--- config.mk ---
export PLATFORM = sky130hd
export DESIGN_NAME = serial_frame_rx
export DESIGN_NICKNAME = d
export VERILOG_FILES = /design/src/rtl/serial_frame_rx.sv
export SDC_FILE = /design/constraint.sdc
export NUM_CORES = 1
export LEC_CHECK = 0
export BUFFER_PORTS_ARGS = -buffer_cell sky130_fd_sc_hd__buf_2
export CAP_MARGIN = 10
export CORE_ASPECT_RATIO = 1.25
export CORE_UTILIZATION = 60
export DETAILED_ROUTE_END_ITERATION = 6
export GPL_ROUTABILITY_DRIVEN = 0
export PLACE_DENSITY = 0.8
export SYNTH_ARGS = -nofsm -noshare
export SYNTH_HDL_FRONTEND = slang
export SYNTH_SLANG_ARGS = --single-unit
--- constraint.sdc ---
create_clock -name clk -period 3.2 [get_ports clk]
set_clock_uncertainty 0.15 [all_clocks]
set_input_delay 0.16 -clock clk [delete_from_list [all_inputs] [get_ports clk]]
set_output_delay 0.16 -clock clk [all_outputs]
set_load 0.03 [all_outputs]
--- src/rtl/serial_frame_rx.sv ---
// Serial frame receiver: start bit, LSB-first data, optional parity bit, stop bit.
// Bits are taken on sample_en strobes; a frame stalled for TIMEOUT idle cycles is aborted.
module serial_frame_rx #(
    parameter int DATA_W     = 8,
    parameter int PARITY_EN  = 1,
    parameter int ODD_PARITY = 1,
    parameter int TIMEOUT    = 4096
) (
    input  logic              clk,
    input  logic              reset,
    input  logic              serial_data_in,
    input  logic              sample_en,
    output logic [DATA_W-1:0] data_out,
    output logic              frame_valid,
    output logic              frame_error,
    output logic [1:0]        error_code,
    output logic              busy
);

    localparam int CNT_W = $clog2(DATA_W);
    localparam int TO_W  = $clog2(TIMEOUT);
    localparam logic [CNT_W-1:0] LAST_BIT = CNT_W'(DATA_W - 1);
    localparam logic [TO_W-1:0]  TO_LAST  = TO_W'(TIMEOUT - 1);

    localparam logic [1:0] ERR_NONE    = 2'b00;
    localparam logic [1:0] ERR_PARITY  = 2'b01;
    localparam logic [1:0] ERR_STOP    = 2'b10;
    localparam logic [1:0] ERR_TIMEOUT = 2'b11;

    typedef enum logic [1:0] {IDLE, DATA, PARITY, STOP} state_t;

    state_t            state, state_next;
    logic [CNT_W-1:0]  bit_cnt;
    logic [TO_W-1:0]   to_cnt;
    logic [DATA_W-1:0] shift_reg;
    logic              parity_bit;
    logic              parity_ok;
    logic              frame_good;
    logic              frame_bad;
    logic              timeout_fire;
    logic [1:0]        bad_code;

    assign parity_ok = (ODD_PARITY != 0) ? (^{shift_reg, parity_bit}) : ~(^{shift_reg, parity_bit});
    assign busy      = (state != IDLE);

    always_ff @(posedge clk or posedge reset) begin
        if (reset) begin
            state <= IDLE;
        end else begin
            state <= state_next;
        end
    end

    // A parity failure outranks a bad stop bit when both occur in one frame.
    always_comb begin
        state_next   = state;
        frame_good   = 1'b0;
        frame_bad    = 1'b0;
        timeout_fire = 1'b0;
        bad_code     = ERR_STOP;
        case (state)
            IDLE: begin
                if (sample_en && !serial_data_in) begin
                    state_next = DATA;
                end
            end
            DATA: begin
                if (sample_en && bit_cnt == LAST_BIT) begin
                    state_next = (PARITY_EN != 0) ? PARITY : STOP;
                end
            end
            PARITY: begin
                if (sample_en) begin
                    state_next = STOP;
                end
            end
            STOP: begin
                if (sample_en) begin
                    state_next = IDLE;
                    if (PARITY_EN != 0 && !parity_ok) begin
                        frame_bad = 1'b1;
                        bad_code  = ERR_PARITY;
                    end else if (!serial_data_in) begin
                        frame_bad = 1'b1;
                    end else begin
                        frame_good = 1'b1;
                    end
                end
            end
            default: state_next = IDLE;
        endcase
        if (state != IDLE && !sample_en && to_cnt == TO_LAST) begin
            state_next   = IDLE;
            timeout_fire = 1'b1;
        end
    end

    // The timeout counter only runs across gaps inside a frame.
    always_ff @(posedge clk or posedge reset) begin
        if (reset) begin
            bit_cnt     <= '0;
            to_cnt      <= '0;
            shift_reg   <= '0;
            parity_bit  <= 1'b0;
            data_out    <= '0;
            frame_valid <= 1'b0;
            frame_error <= 1'b0;
            error_code  <= ERR_NONE;
        end else begin
            if (state == IDLE) begin
                bit_cnt <= '0;
            end else if (state == DATA && sample_en) begin
                bit_cnt <= bit_cnt + 1'b1;
            end

            if (state == DATA && sample_en) begin
                shift_reg[bit_cnt] <= serial_data_in;
            end

            if (state == PARITY && sample_en) begin
                parity_bit <= serial_data_in;
            end

            if (sample_en || state_next == IDLE) begin
                to_cnt <= '0;
            end else begin
                to_cnt <= to_cnt + 1'b1;
            end

            frame_valid <= frame_good;
            frame_error <= frame_bad | timeout_fire;

            if (frame_good) begin
                data_out   <= shift_reg;
                error_code <= ERR_NONE;
            end else if (frame_bad) begin
                error_code <= bad_code;
            end else if (timeout_fire) begin
                error_code <= ERR_TIMEOUT;
            end
        end
    end

endmodule

==> summary.md, run 1 <==
| Metric | Value |
|---|---|
| Critical path fanouts, max | `7` |
| Final Net Count | `187` |
| Filler cell count in the final layout | `212` |
| Leak Pwr | `1.00 nW` |
| Relative max-transition margin | `50.1%` |
| Core Util, Final | `69.5%` |
| Critical R2R Launch | `shift_reg[4]` |
| RR Endpoint | `data_out[4]` |
| Number of diodes | `0` |
| Routed via count | `1219` |
| Area added between synthesis and finish | `10.5%` |
| Gates resized, CTS repair | `0` |
| Cell types occupying the most area after synthesis | `dfrtp_1 51%, mux2_2 8.5%, xor2_1 4.3%` |
| Non-Filler Instances | `217` |
| Worst reg2reg path depth | `5` |
| Via count of the first global-routing pass | `1287` |
| Number of antenna violations at the first check in global routing | `0` |
| Hold Path Stages | `2` |
| Number of post-CTS setup repair buffers | `0` |
| H-tree levels | `2` |
| Final cycle utilization of the critical path | `65.6%` |
| Top flip-flop cell by instance count after synthesis | `dfrtp_1` |
| Detailed-routing iteration count for the pre-antenna-repair pass | `4` |
| Fraction of post-synthesis cell area in the top cell type by area | `51.3%` |
| Gate count of the mapped netlist | `162` |
| Number of synthesized register bits | `38` |
| Standard cell core area | `2950 µm²` |
| Worst path cell trace | `xnor3_1, nor3b_1, mux2i_4, inv_4, mux2_4` |
| Final TNS setup | `0 ns` |
| Die Footprint | `3320 µm²` |
| Count of pins over their slew limit | `0` |
| Unrepaired setup endpoints after global routing | `false` |
| Top-Level Pins | `17` |
| Vertical die dimension | `64.2 µm` |
| Register area | `951 µm²` |
| Placed cell areas | `1960 µm²` |
| Hold violation count in the final report | `0` |
| Warning count from the yosys run | `0` |
| Cell type with the largest total area after synthesis | `dfrtp_1` |
| Largest buffer count on any clock path | `2` |
| Maximum number of pins on one net before global-route repair | `21` |
| WHS Endpoint | `frame_error` |
| Crit path arrival time | `2.19 ns` |
| Worst setup SP type | `flop` |
| Synthesized net count | `169` |
| Placed Cells incl. Taps | `208` |
| Clk sinks | `38` |
| Count of max-cap constraint violations | `0` |
| GR Overflow Total | `0` |
| Horiz. Die Dim | `51.7 µm` |
| Count of routing violations after the opening detailed-route iteration | `19` |
| Overall routed net length | `3.30 mm` |
| Wirelength per Cell | `15.2 µm` |
| Fraction of registers with async set/reset | `100%` |
| Unique cell type count in the Yosys netlist | `34` |
| Worst slack on hold paths | `0.0290 ns` |
| F_max | `477 MHz` |
| Register area share after synthesis | `51.3%` |
| Least setup slack across all paths after layout | `1.10 ns` |
| Antenna-violating nets left | `0` |
| TritonCTS clock tree | `done` |
| Row Count | `22` |
| Required time at the worst-slack endpoint | `3.29 ns` |
| Worst Setup Slack post-DPL | `1.11 ns` |
| Crit Path Category | `flop to flop` |
| Startpoint of the tightest hold check path | `serial_data_in` |
| Master of the slowest instance on the critical path | `xnor3_1` |
| Final standard cell area without fillers | `2050 µm²` |
| Number of synthesized flops with an enable pin | `0` |
| Share of post-route cells with drive strength above 1 | `25.4%` |
| Minimum clock period after layout | `2.10 ns` |
| Reg2reg setup slack | `1.10 ns` |
| Class of the tightest hold or removal check | `input pin to flop` |
| Number of remaining DRC errors | `0` |
| Wire length of the first global-routing pass | `5.58 mm` |
| Post-synth design cell area | `1850 µm²` |
| Number of input and output port buffers inserted | `16` |
| Starting Density | `63.0%` |
| Area taken by multi-input logic gates | `848 µm²` |
| Critical Path Max Stage Delay | `0.47 ns` |
| Pin slew with the least headroom to its limit | `0.748 ns` |
| Total CTS buffers | `5` |
| Half-perimeter wire length of the detailed placement result | `2.38 mm` |
| DR vias/cell | `5.62` |
| Worst-case vdd ir drop | `699 µV` |
| Clock Latency Late Sink | `0.34 ns` |
| Clock edge transition at the registers on the reported setup and hold paths | `0.12 ns` |
| Syn Area/Cell | `11.4 µm²` |
| Result of the run | `finished clean` |
| Clock root cell | `clkbuf_4` |
| Hold-fix buffer count after cts | `1` |
| Total power divided by cell area | `895 nW/µm²` |
| Post-layout power | `1.83 mW` |
| Total track usage | `23.3%` |
| Largest register FFs | `12` |
| Critical Path End Type | `flop` |
| Setup Viol. Count Final | `0` |
layout make-up:
cell class,count,share of cell area (%)
Multi-Input combinational cell,110,41.4
Sequential cell,38,46.4
Timing Repair Buffer,18,4.76
Clock inverter,3,1.95
Clock buffer,5,1.83
Tap cell,36,2.20
Inverter,7,1.41
worst max path at each step:
stage / start / to / slack [ns] / cells after the start
final: shift_reg[4] / data_out[4] / 1.10 / 5
after global routing: shift_reg[4] / data_out[5] / 1.01 / 5
after CTS: shift_reg[4] / data_out[4] / 1.10 / 5
after detailed placement: shift_reg[4] / data_out[5] / 1.11 / 5
after global placement: shift_reg[4] / data_out[6] / 1.17 / 5
after floorplan: shift_reg[4] / data_out[4] / 1.27 / 5
logic make-up after synthesis:
kind of cell | count (synthesis) | share of synthesized area (%)
flops | 38 | 51.3
simple gates | 61 | 17.7
xor+xnor | 16 | 9.11
mux | 18 | 12.1
compound gates | 12 | 4.79
buf+inv | 14 | 2.97
fa+ha+maj | 3 | 2.02
cells in the final DEF, fill, tap and decap left out, drive strengths merged:
cell and count:
a211o 1, a21o 2, a21oi 3, a22o 3, a31oi 1, and2 1, and3 2, and3b 1
and4 3, buf 17, bufinv 1, clkbuf 5, clkinv 2, dfrtp 38, dlygate4sd3 1, ha 3
inv 7, mux2 17, mux2i 1, nand2 8, nand2b 2, nand3 6, nand3b 3, nand4 5
nor2 19, nor3 4, nor3b 4, nor4 2, nor4b 1, o211a 1, o211ai 1, xnor2 5
xnor3 2, xor2 9
critical path, delay by kind of cell, from the launching register on:
kind / cells / cell delay [ns]
multiplexers: 2 / 0.50
XOR/XNOR: 1 / 0.47
flip-flops: 1 / 0.41
AND/OR/NAND/NOR: 1 / 0.36
buffers and inverters: 1 / 0.12
power by group:
group          total, mW  internal, mW  switching (mW)
Sequential         0.762         0.616           0.146
Clock              0.320         0.162           0.158
Combinational      0.751         0.360           0.391
Total               1.83          1.14           0.695
metal layers:
layer  vias up  track usage [%]  wire length (µm)
li1        600                -                 -
met4         0             8.11                52
met1       599             24.6              1400
met3         6             6.43                87
met2        14             42.9              1760
met5         -                0                 0
synth_stat cells (4+ instances only):
library cell / instances
clkbuf_1: 7
mux2_2: 14
inv_1: 6
xnor2_1: 5
nand4_1: 5
nand3_1: 6
nand2_1: 8
nor3_1: 4
nor3b_1: 4
nor2_1: 19
dfrtp_1: 38
xor2_1: 9
(Power assumes the default switching activity.)
==> run 2, diff against run 1 <==
- CORE_UTILIZATION: 60 -> 58
- PLACE_DENSITY: 0.8 -> 0.78
- clock period: 3.2 -> 2.2 ns (I/O delays scaled with it)
==> run 2 against run 1 <==
- flip-flop and latch count did not move
- first-iteration DRC count rose by 130%
- power rose by 40%
- combinational power rose by 49%
- core utilization fell by 1.0 points
- hold slack improved by 0.22 ns
- via count rose by 2.3%
- non-clock buffer count rose by 4
- global-route usage fell by 0.66 points
- cell area rose by 0.37%
- clock power rose by 5%
- routed wire length rose by 1.8%
- critical path type unchanged
- highest routed layer unchanged
==> summary.md, run 2 (synthesized netlist as in run 1, its figures left out) <==
| Metric | Value |
|---|---|
| Top routing layer used | `met4` |
| Final standard cell area without fillers | `2060 µm²` |
| Placed Cells incl. Taps | `210` |
| Worst reg2reg path depth | `5` |
| TritonCTS clock tree | `done` |
| RR Endpoint | `data_out[6]` |
| Total power divided by cell area | `1250 nW/µm²` |
| Overall routed net length | `3.36 mm` |
| Result of the run | `finished clean` |
| Largest register FFs | `12` |
| Non-Filler Instances | `220` |
| Hold violation count in the final report | `0` |
| Die Footprint | `3430 µm²` |
| Count of pins over their slew limit | `0` |
| Detailed-routed wire length on met2 | `1.95 mm` |
| Half-perimeter wire length of the detailed placement result | `2.40 mm` |
| Placed cell areas | `1980 µm²` |
| Final Net Count | `191` |
| Count of routing violations after the opening detailed-route iteration | `43` |
| Relative max-transition margin | `66.0%` |
| Clock root cell | `clkbuf_4` |
| Wirelength per Cell | `15.3 µm` |
| Class of the tightest hold or removal check | `input pin to asynchronous set/reset pin` |
| H-tree levels | `2` |
| Row Count | `22` |
| Pin slew with the least headroom to its limit | `0.506 ns` |
| Via count of the first global-routing pass | `1292` |
| Vertical die dimension | `65.2 µm` |
| Number of remaining DRC errors | `0` |
| Crit path arrival time | `2.16 ns` |
| DR vias/cell | `5.67` |
| WL met1 | `1.26 mm` |
| Antenna-violating nets left | `0` |
| Area added between synthesis and finish | `10.9%` |
| Final TNS setup | `0 ns` |
| Reg2reg setup slack | `0.12 ns` |
| Critical Path End Type | `flop` |
| Leak Pwr | `1.00 nW` |
| Most used cells in the layout excluding fill and tap cells | `38 x dfrtp_1, 19 x nor2_1, 16 x buf_2` |
| Unrepaired setup endpoints after global routing | `false` |
| Critical path fanouts, max | `7` |
| Clk sinks | `38` |
| Share of post-route cells with drive strength above 1 | `25.0%` |
| Worst setup SP type | `flop` |
| Required time at the worst-slack endpoint | `2.28 ns` |
| GR Overflow Total | `0` |
| F_max | `481 MHz` |
| Starting Density | `61.8%` |
| Maximum number of pins on one net before global-route repair | `39` |
| Total track usage | `22.7%` |
| Worst-case vdd ir drop | `837 µV` |
| Number of diodes | `0` |
| Horiz. Die Dim | `52.6 µm` |
| Largest buffer count on any clock path | `2` |
| Met3 Wirelength | `80 µm` |
| Count of max-cap constraint violations | `0` |
| Minimum clock period after layout | `2.08 ns` |
| Routed via count | `1247` |
| Standard cell core area | `3000 µm²` |
| Clock edge transition at the registers on the reported setup and hold paths | `0.11 ns` |
| Total CTS buffers | `5` |
| Clock Latency Late Sink | `0.34 ns` |
| Crit Path Category | `flop to flop` |
| Critical R2R Launch | `parity_bit` |
| Setup Viol. Count Final | `0` |
| Final cycle utilization of the critical path | `94.4%` |
| Number of input and output port buffers inserted | `16` |
| Number of post-CTS setup repair buffers | `0` |
| Wire length of the first global-routing pass | `5.60 mm` |
| Detailed-routing iteration count for the pre-antenna-repair pass | `4` |
| Number of antenna violations at the first check in global routing | `0` |
| Top-Level Pins | `17` |
| Filler cell count in the final layout | `225` |
| Least setup slack across all paths after layout | `0.122 ns` |
| Most frequent standard cell in the layout excluding fill and tap cells | `dfrtp_1` |
| Worst Setup Slack post-DPL | `0.106 ns` |
-- run 2: changes by cell type in the layout (fill, tap and decap cells not counted), sizes merged --
cell         before  now
clkbuf            5    7
dlygate4sd3       1    3
bufinv            1    0
clkinv            2    0
buf              17   19
-- run 2: worst max-delay path, cell delays in order (launching register included) --
cell and delay, ns:
dfrtp_1 0.41, xor2_1 0.17, xnor3_2 0.44, mux2i_4 0.40, inv_4 0.09, mux2_4 0.31
-- run 2: final cells by class --
cell class              count  area [µm²]  share of cell area (%)
repair buffers             22         133                    6.45
inverters                   7        28.8                    1.40
well taps                  36        45.0                    2.19
clock buffers               7        45.0                    2.19
flip-flops and latches     38         951                    46.3
multi-input cells         110         853                    41.5
-- run 2: metrics by stage --
| step | util [%] | hold slack (ns) | total power [mW] |
|---|---|---|---|
| 5_1_grt | 68.5 | 0.297 | 2.73 |
| 6_report | 68.5 | 0.254 | 2.56 |
| 3_5_place_dp | 65.8 | 0.0978 | 2.23 |
| 3_3_place_gp | 65.8 | 0.0836 | 2.20 |
| 4_1_cts | 68.3 | 0.267 | 2.57 |
| 2_1_floorplan | - | 0.152 | 1.98 |
-- run 2: where the power goes --
| group | switching (mW) | internal, mW | total (mW) | leakage [nW] |
|---|---|---|---|---|
| Sequential | 0.212 | 0.897 | 1.11 | 0.503 |
| Clock | 0.215 | 0.121 | 0.335 | 0.0254 |
| Combinational | 0.583 | 0.534 | 1.12 | 0.472 |
-- run 2: how the worst max path moves through the flow --
stage                     cells past startpoint         start           to  slack, ns
after global placement                        5  shift_reg[4]  data_out[6]       0.17
final                                         5    parity_bit  data_out[6]       0.12
after floorplan                               5  shift_reg[4]  data_out[4]       0.27
after global routing                          5  shift_reg[1]  data_out[6]       0.05
after detailed placement                      5  shift_reg[4]  data_out[6]       0.11
after CTS                                     5  shift_reg[4]  data_out[6]        0.1
-- run 2: what timing repair did --
action,CTS,global route
endpoints found under the hold margin,40,0
hold buffers,3,0
setup endpoints to repair,0,3
resized for setup,0,1
-- run 2: metal layers --
metal | vias to the layer above | track usage, %
met1 | 609 | 22.4
met5 | - | 0
met4 | 0 | 12.8
met2 | 25 | 42.4
met3 | 7 | 3.94
li1 | 606 | -
